--- src/rtl/synth_div_pkg.sv ---
// Shared types and constants for the synthesizer fractional divider.
package synth_div_pkg;

  typedef enum logic [1:0] {
    ST_IDLE = 2'd0,
    ST_CALC = 2'd1,
    ST_DONE = 2'd2
  } state_e;

  localparam int DEF_DW = 16;
  localparam int DEF_QW = 8;

  // All-ones quotient of width qw (saturated result), up to 32 bits.
  function automatic logic [31:0] sat_quot(input int qw);
    if (qw >= 32) return '1;
    return (32'd1 << qw) - 32'd1;
  endfunction

endpackage

--- src/rtl/frac_div_step.sv ---
// One combinational restoring-division step: shift the partial remainder
// left by one and subtract the divisor when it fits.
module frac_div_step #(
  parameter int DW = 16
) (
  input  logic [DW:0]   rem_i,
  input  logic [DW-1:0] den_i,
  output logic [DW:0]   rem_o,
  output logic          qbit_o
);

  logic [DW+1:0] shifted;
  logic [DW:0]   diff;

  // The low DW+1 bits of the modular difference equal the true difference
  // whenever the subtraction is taken, so the shifted-out MSB is not needed.
  always_comb begin
    shifted = {rem_i, 1'b0};
    qbit_o  = (shifted >= {2'b00, den_i});
    diff    = shifted[DW:0] - {1'b0, den_i};
    rem_o   = qbit_o ? diff : shifted[DW:0];
  end

endmodule

--- src/rtl/seq_frac_divider.sv ---
// Multi-cycle restoring divider producing floor(dividend*2^QW / divisor)
// with a start/ready handshake, remainder, and saturation flags.
module seq_frac_divider
  import synth_div_pkg::*;
#(
  parameter int DW = DEF_DW,
  parameter int QW = DEF_QW
) (
  input  logic          clk,
  input  logic          rst,
  input  logic          start,
  input  logic [DW-1:0] dividend,
  input  logic [DW-1:0] divisor,
  output logic          start_ready,
  output logic          busy,
  output logic          result_valid,
  output logic [QW-1:0] quotient,
  output logic [DW-1:0] remainder,
  output logic          div_by_zero,
  output logic          overflow
);

  localparam int            CW   = $clog2(QW + 1);
  localparam logic [QW-1:0] QSAT = QW'(sat_quot(QW));

  state_e        state_q, state_d;
  logic [CW-1:0] cnt_q, cnt_d;
  logic [DW:0]   rem_q, rem_d;
  logic [DW-1:0] den_q, den_d;
  logic [QW-1:0] acc_q, acc_d;
  logic          dz_q, dz_d;
  logic          ov_q, ov_d;

  logic [QW-1:0] quot_q, quot_d;
  logic [DW-1:0] remo_q, remo_d;
  logic          dzo_q, dzo_d;
  logic          ovo_q, ovo_d;
  logic          rv_q, rv_d;

  logic [DW:0]   step_rem;
  logic          step_qbit;

  frac_div_step #(.DW(DW)) u_step (
    .rem_i  (rem_q),
    .den_i  (den_q),
    .rem_o  (step_rem),
    .qbit_o (step_qbit)
  );

  // Next-state, datapath and output-register update logic.
  always_comb begin
    state_d = state_q;
    cnt_d   = cnt_q;
    rem_d   = rem_q;
    den_d   = den_q;
    acc_d   = acc_q;
    dz_d    = dz_q;
    ov_d    = ov_q;
    quot_d  = quot_q;
    remo_d  = remo_q;
    dzo_d   = dzo_q;
    ovo_d   = ovo_q;
    rv_d    = 1'b0;
    case (state_q)
      ST_IDLE: begin
        if (start) begin
          rem_d   = {1'b0, dividend};
          den_d   = divisor;
          acc_d   = '0;
          cnt_d   = CW'(QW);
          dz_d    = (divisor == '0);
          ov_d    = (divisor != '0) && (dividend >= divisor);
          state_d = ST_CALC;
        end
      end
      ST_CALC: begin
        // Runs the full QW steps even for special cases to keep latency fixed.
        rem_d = step_rem;
        acc_d = QW'({acc_q, step_qbit});
        cnt_d = cnt_q - 1'b1;
        if (cnt_q == CW'(1)) state_d = ST_DONE;
      end
      ST_DONE: begin
        rv_d    = 1'b1;
        state_d = ST_IDLE;
        if (dz_q) begin
          quot_d = QSAT;
          remo_d = '0;
          dzo_d  = 1'b1;
          ovo_d  = 1'b0;
        end else if (ov_q) begin
          quot_d = QSAT;
          remo_d = '0;
          dzo_d  = 1'b0;
          ovo_d  = 1'b1;
        end else begin
          quot_d = acc_q;
          remo_d = rem_q[DW-1:0];
          dzo_d  = 1'b0;
          ovo_d  = 1'b0;
        end
      end
      default: state_d = ST_IDLE;
    endcase
  end

  // Control state and visible outputs; reset aborts any division in flight.
  always_ff @(posedge clk) begin
    if (rst) begin
      state_q <= ST_IDLE;
      rv_q    <= 1'b0;
      quot_q  <= '0;
      remo_q  <= '0;
      dzo_q   <= 1'b0;
      ovo_q   <= 1'b0;
    end else begin
      state_q <= state_d;
      rv_q    <= rv_d;
      quot_q  <= quot_d;
      remo_q  <= remo_d;
      dzo_q   <= dzo_d;
      ovo_q   <= ovo_d;
    end
  end

  // Working registers; only meaningful while CALC/DONE, so no reset needed.
  always_ff @(posedge clk) begin
    cnt_q <= cnt_d;
    rem_q <= rem_d;
    den_q <= den_d;
    acc_q <= acc_d;
    dz_q  <= dz_d;
    ov_q  <= ov_d;
  end

  assign start_ready  = (state_q == ST_IDLE);
  assign busy         = (state_q == ST_CALC) || (state_q == ST_DONE);
  assign result_valid = rv_q;
  assign quotient     = quot_q;
  assign remainder    = remo_q;
  assign div_by_zero  = dzo_q;
  assign overflow     = ovo_q;

endmodule

--- config.mk ---
export PLATFORM = sky130hd
export DESIGN_NAME = seq_frac_divider
export DESIGN_NICKNAME = d
export VERILOG_FILES = /design/src/rtl/synth_div_pkg.sv /design/src/rtl/frac_div_step.sv /design/src/rtl/seq_frac_divider.sv
export SDC_FILE = /design/constraint.sdc
export NUM_CORES = 1
export LEC_CHECK = 0
export CORE_ASPECT_RATIO = 0.7
export CORE_MARGIN = 5
export CORE_UTILIZATION = 44
export DETAILED_ROUTE_END_ITERATION = 12
export PLACE_DENSITY = 0.67
export SKIP_LAST_GASP = 1
export SLEW_MARGIN = 0
export SYNTH_ARGS = -nofsm -noshare
export SYNTH_HDL_FRONTEND = slang
export SYNTH_SLANG_ARGS = --single-unit
--- constraint.sdc ---
create_clock -name clk -period 4.5 [get_ports clk]
set_input_delay 0.9 -clock clk [delete_from_list [all_inputs] [get_ports clk]]
set_output_delay 0.9 -clock clk [all_outputs]
set_load 0.02 [all_outputs]
==> out/metrics.yaml <==
status: "complete, no violations"
slew_violations: 0
endpoint_kind: "flop"
dieArea_um2: 11540
layout_min_cycle_time_ns: 3.232
grt_pass1_wl_um: 15990
n_fill_cell: 785
critPathTopFamily: "compound AO/OA/AOI/OAI gates"
crit_required_ns: 4.57
tightest_slew_ns: 0.9757
die_y_um: 91.38
powerDensity_nw_per_um2: 470.9
synthCells: 406
ir_worst_vdd_mv: 0.3190
wl_um: 9863
rsz0062_at_grt: "no"
path_class: "reg2reg"
synth_common_cells: "47 x edfxtp_1, 47 x nor2_1, 44 x inv_1"
synth.area.top_cells: "edfxtp_1 34%, dfxtp_1 14%, ha_1 11%"
rr_worst_depth: 9
setup_violations: 0
yosysUniqueCellTypes: 50
post-route-worst-setup-slack_ns: 1.268
clkLatencyLatePin_ns: 0.34
hold_class: "reg2reg"
synth_top_area_cell: "edfxtp_1"
path_max_fanout: 17
dpl_cell_area_um2: 4937
drive_above_1_share: 0.05637
cp-start-kind: "flop"
cts_root_buf: "clkbuf_16"
hold_start: "remainder[14]"
start_util: 0.4553
worstPathCellList: "inv_1 -> fa_1 -> nand2b_1 -> a21oi_1 -> o2111ai_1 -> nand2_1 -> a221o_1 -> mux2i_1 -> a21oi_1"
core-area_um2: 9144
cts_tree: "built"
row_count: 29
design_area_um2: 5256
synth_top_area_frac: 0.3390
cts-htree-levels: 3
ctsResizeCount: 0
vias_per_cell: 5.367
max_freq_mhz: 309.4
dp_slack_ns: 1.314
antennaDiodeCount: 0
grt-ovfl-total: 0
layout.nets: 547
post_cts_buffers: 0
gp_congestion: 0.9265
skew_ns: 0.008582
r2r-end: "rem_q[7]"
synth_edf_count: 47
r2r-start: "rem_q[0]"
hold_end: "remainder[14]"
grt_max_degree: 45
synth-seq-cells: 76
min_path_cells: 1
setup_tns_ns: 0
synthFlopType: "edfxtp_1"
path_clk_slew_ns: 0.06
grt_usage: 0.1734
syn_nets: 479
dpl.hpwl_um: 7548
synth_area_um2: 4163
maxCapViolCount: 0
ctsHoldBuffers: 0
numCtsBuffers: 9
post-route-drc-count: 0
timing.final.crit_share: 0.7182
crit_top_cell: "a21oi_1"
die_w_um: 126.3
drt_iter0_markers: 207
p_leak_nw: 2.238
ant_nets: 0
cpPeakStageDelay_ns: 0.81
clock-sinks: 76
grt_pass1_vias: 3107
io_pins: 64
yosysWarnings: 0
crit_arrival_ns: 3.30
syn_to_final_growth_pct: 26.27
synthArstFlopShare: 0
ys_seq_area_frac: 0.4785
timing.critical_path.buf_inv: 1
cp_slowest_cell: "a221o_1"
slew_headroom: 0.3493
syn_area_per_cell_um2: 10.25
worst-r2r-setup-slack_ns: 1.27
clk_path_buf_depth: 2
post_drt_wl_per_cell_um: 16.36
hold_viol_final: 0
drtPass1Iterations: 5
io_buffers: 63
antenna_found_initial: 0
vias: 3236
## per-layer routing
layer	wire (um)	track usage	part of all wire	vias to the layer above
met3	746	0.05337	0.076	15
met5	0	0	0	-
met4	174	0.04732	0.018	0
met1	4947	0.2594	0.50	1505
met2	3995	0.2407	0.41	121
li1	-	-	-	1595
## placed cells by master (no fill, tap or decap), types with 2 or more instances in the layout
master,instances
inv_1,44
buf_4,5
a21oi_1,32
nand2b_1,5
a221o_1,2
a31oi_1,2
xnor2_1,10
and2_1,10
clkbuf_16,10
o31ai_1,2
nor2b_1,2
o221ai_1,2
nor4_1,5
clkdlybuf4s50_1,63
nor3_1,13
nand4_1,4
ha_1,37
nand3_1,3
a21o_1,10
nand2_1,16
edfxtp_1,47
a211oi_1,4
a22o_1,16
nor2_1,47
o21ai_0,7
nand3b_1,2
mux2i_1,11
xor2_1,5
inv_6,2
or3_1,3
a21boi_0,2
dfxtp_1,29
and3_1,3
nand4_2,2
## power by group
part	switching [mW]	total (mW)	internal (mW)	leakage, nW
Combinational	0.450	0.788	0.338	1.40
Clock	0.288	0.755	0.467	0.155
Sequential	0.0640	0.933	0.869	0.688
## final cells by class
cell class	instances	area, um2	share of cell area
Sequential cell	76	1992	0.3790
Multi-Input combinational cell	275	1957	0.3723
Tap cell	124	155.1	0.02952
Inverter	44	165.2	0.03142
Clock buffer	10	250.2	0.04761
Timing Repair Buffer	68	668.1	0.1271
Clock inverter	6	68.82	0.01309
## cell families (layout without fill, tap and decap cells)
group,Yosys count,count (layout),share of synthesized area
flops,76,76,0.4785
simple gates,120,120,0.1431
compound gates,90,90,0.1485
buf+inv,55,128,0.05230
fa+ha+maj,38,38,0.1160
mux,12,12,0.03006
xor+xnor,15,15,0.03156
## worst max path at each step
stage,start,endpoint,slack [ns],cells past startpoint
6_report,rem_q[0],rem_q[7],1.27,9
3_3_place_gp,rem_q[8],rem_q[11],1.34,8
5_1_grt,rem_q[0],rem_q[7],1.11,9
4_1_cts,rem_q[0],rem_q[7],1.31,9
3_5_place_dp,rem_q[0],rem_q[7],1.31,9
2_1_floorplan,state_q[1],acc_q[0],1.80,5
## sequential cells by signal, summed over array words and instances, names as in the netlist
name	count
result_valid	1
quotient	8
dz_q	1
div_by_zero	1
overflow	1
rem_q	17
ov_q	1
state_q	2
den_q	16
cnt_q	4
remainder	16
acc_q	8
## per-stage QoR
stage / total power [mW] / utilization / hold slack (ns) / cells
floorplan: 1.488 / - / 0.4981 / 406
global placement: 1.711 / 0.5400 / 0.4556 / 587
detailed placement: 1.726 / 0.5400 / 0.4563 / 587
CTS: 2.487 / 0.5748 / 0.4726 / 603
global route: 2.620 / 0.5748 / 0.4985 / 603
finish: 2.475 / 0.5748 / 0.4688 / 603
(Power assumes the default switching activity.)
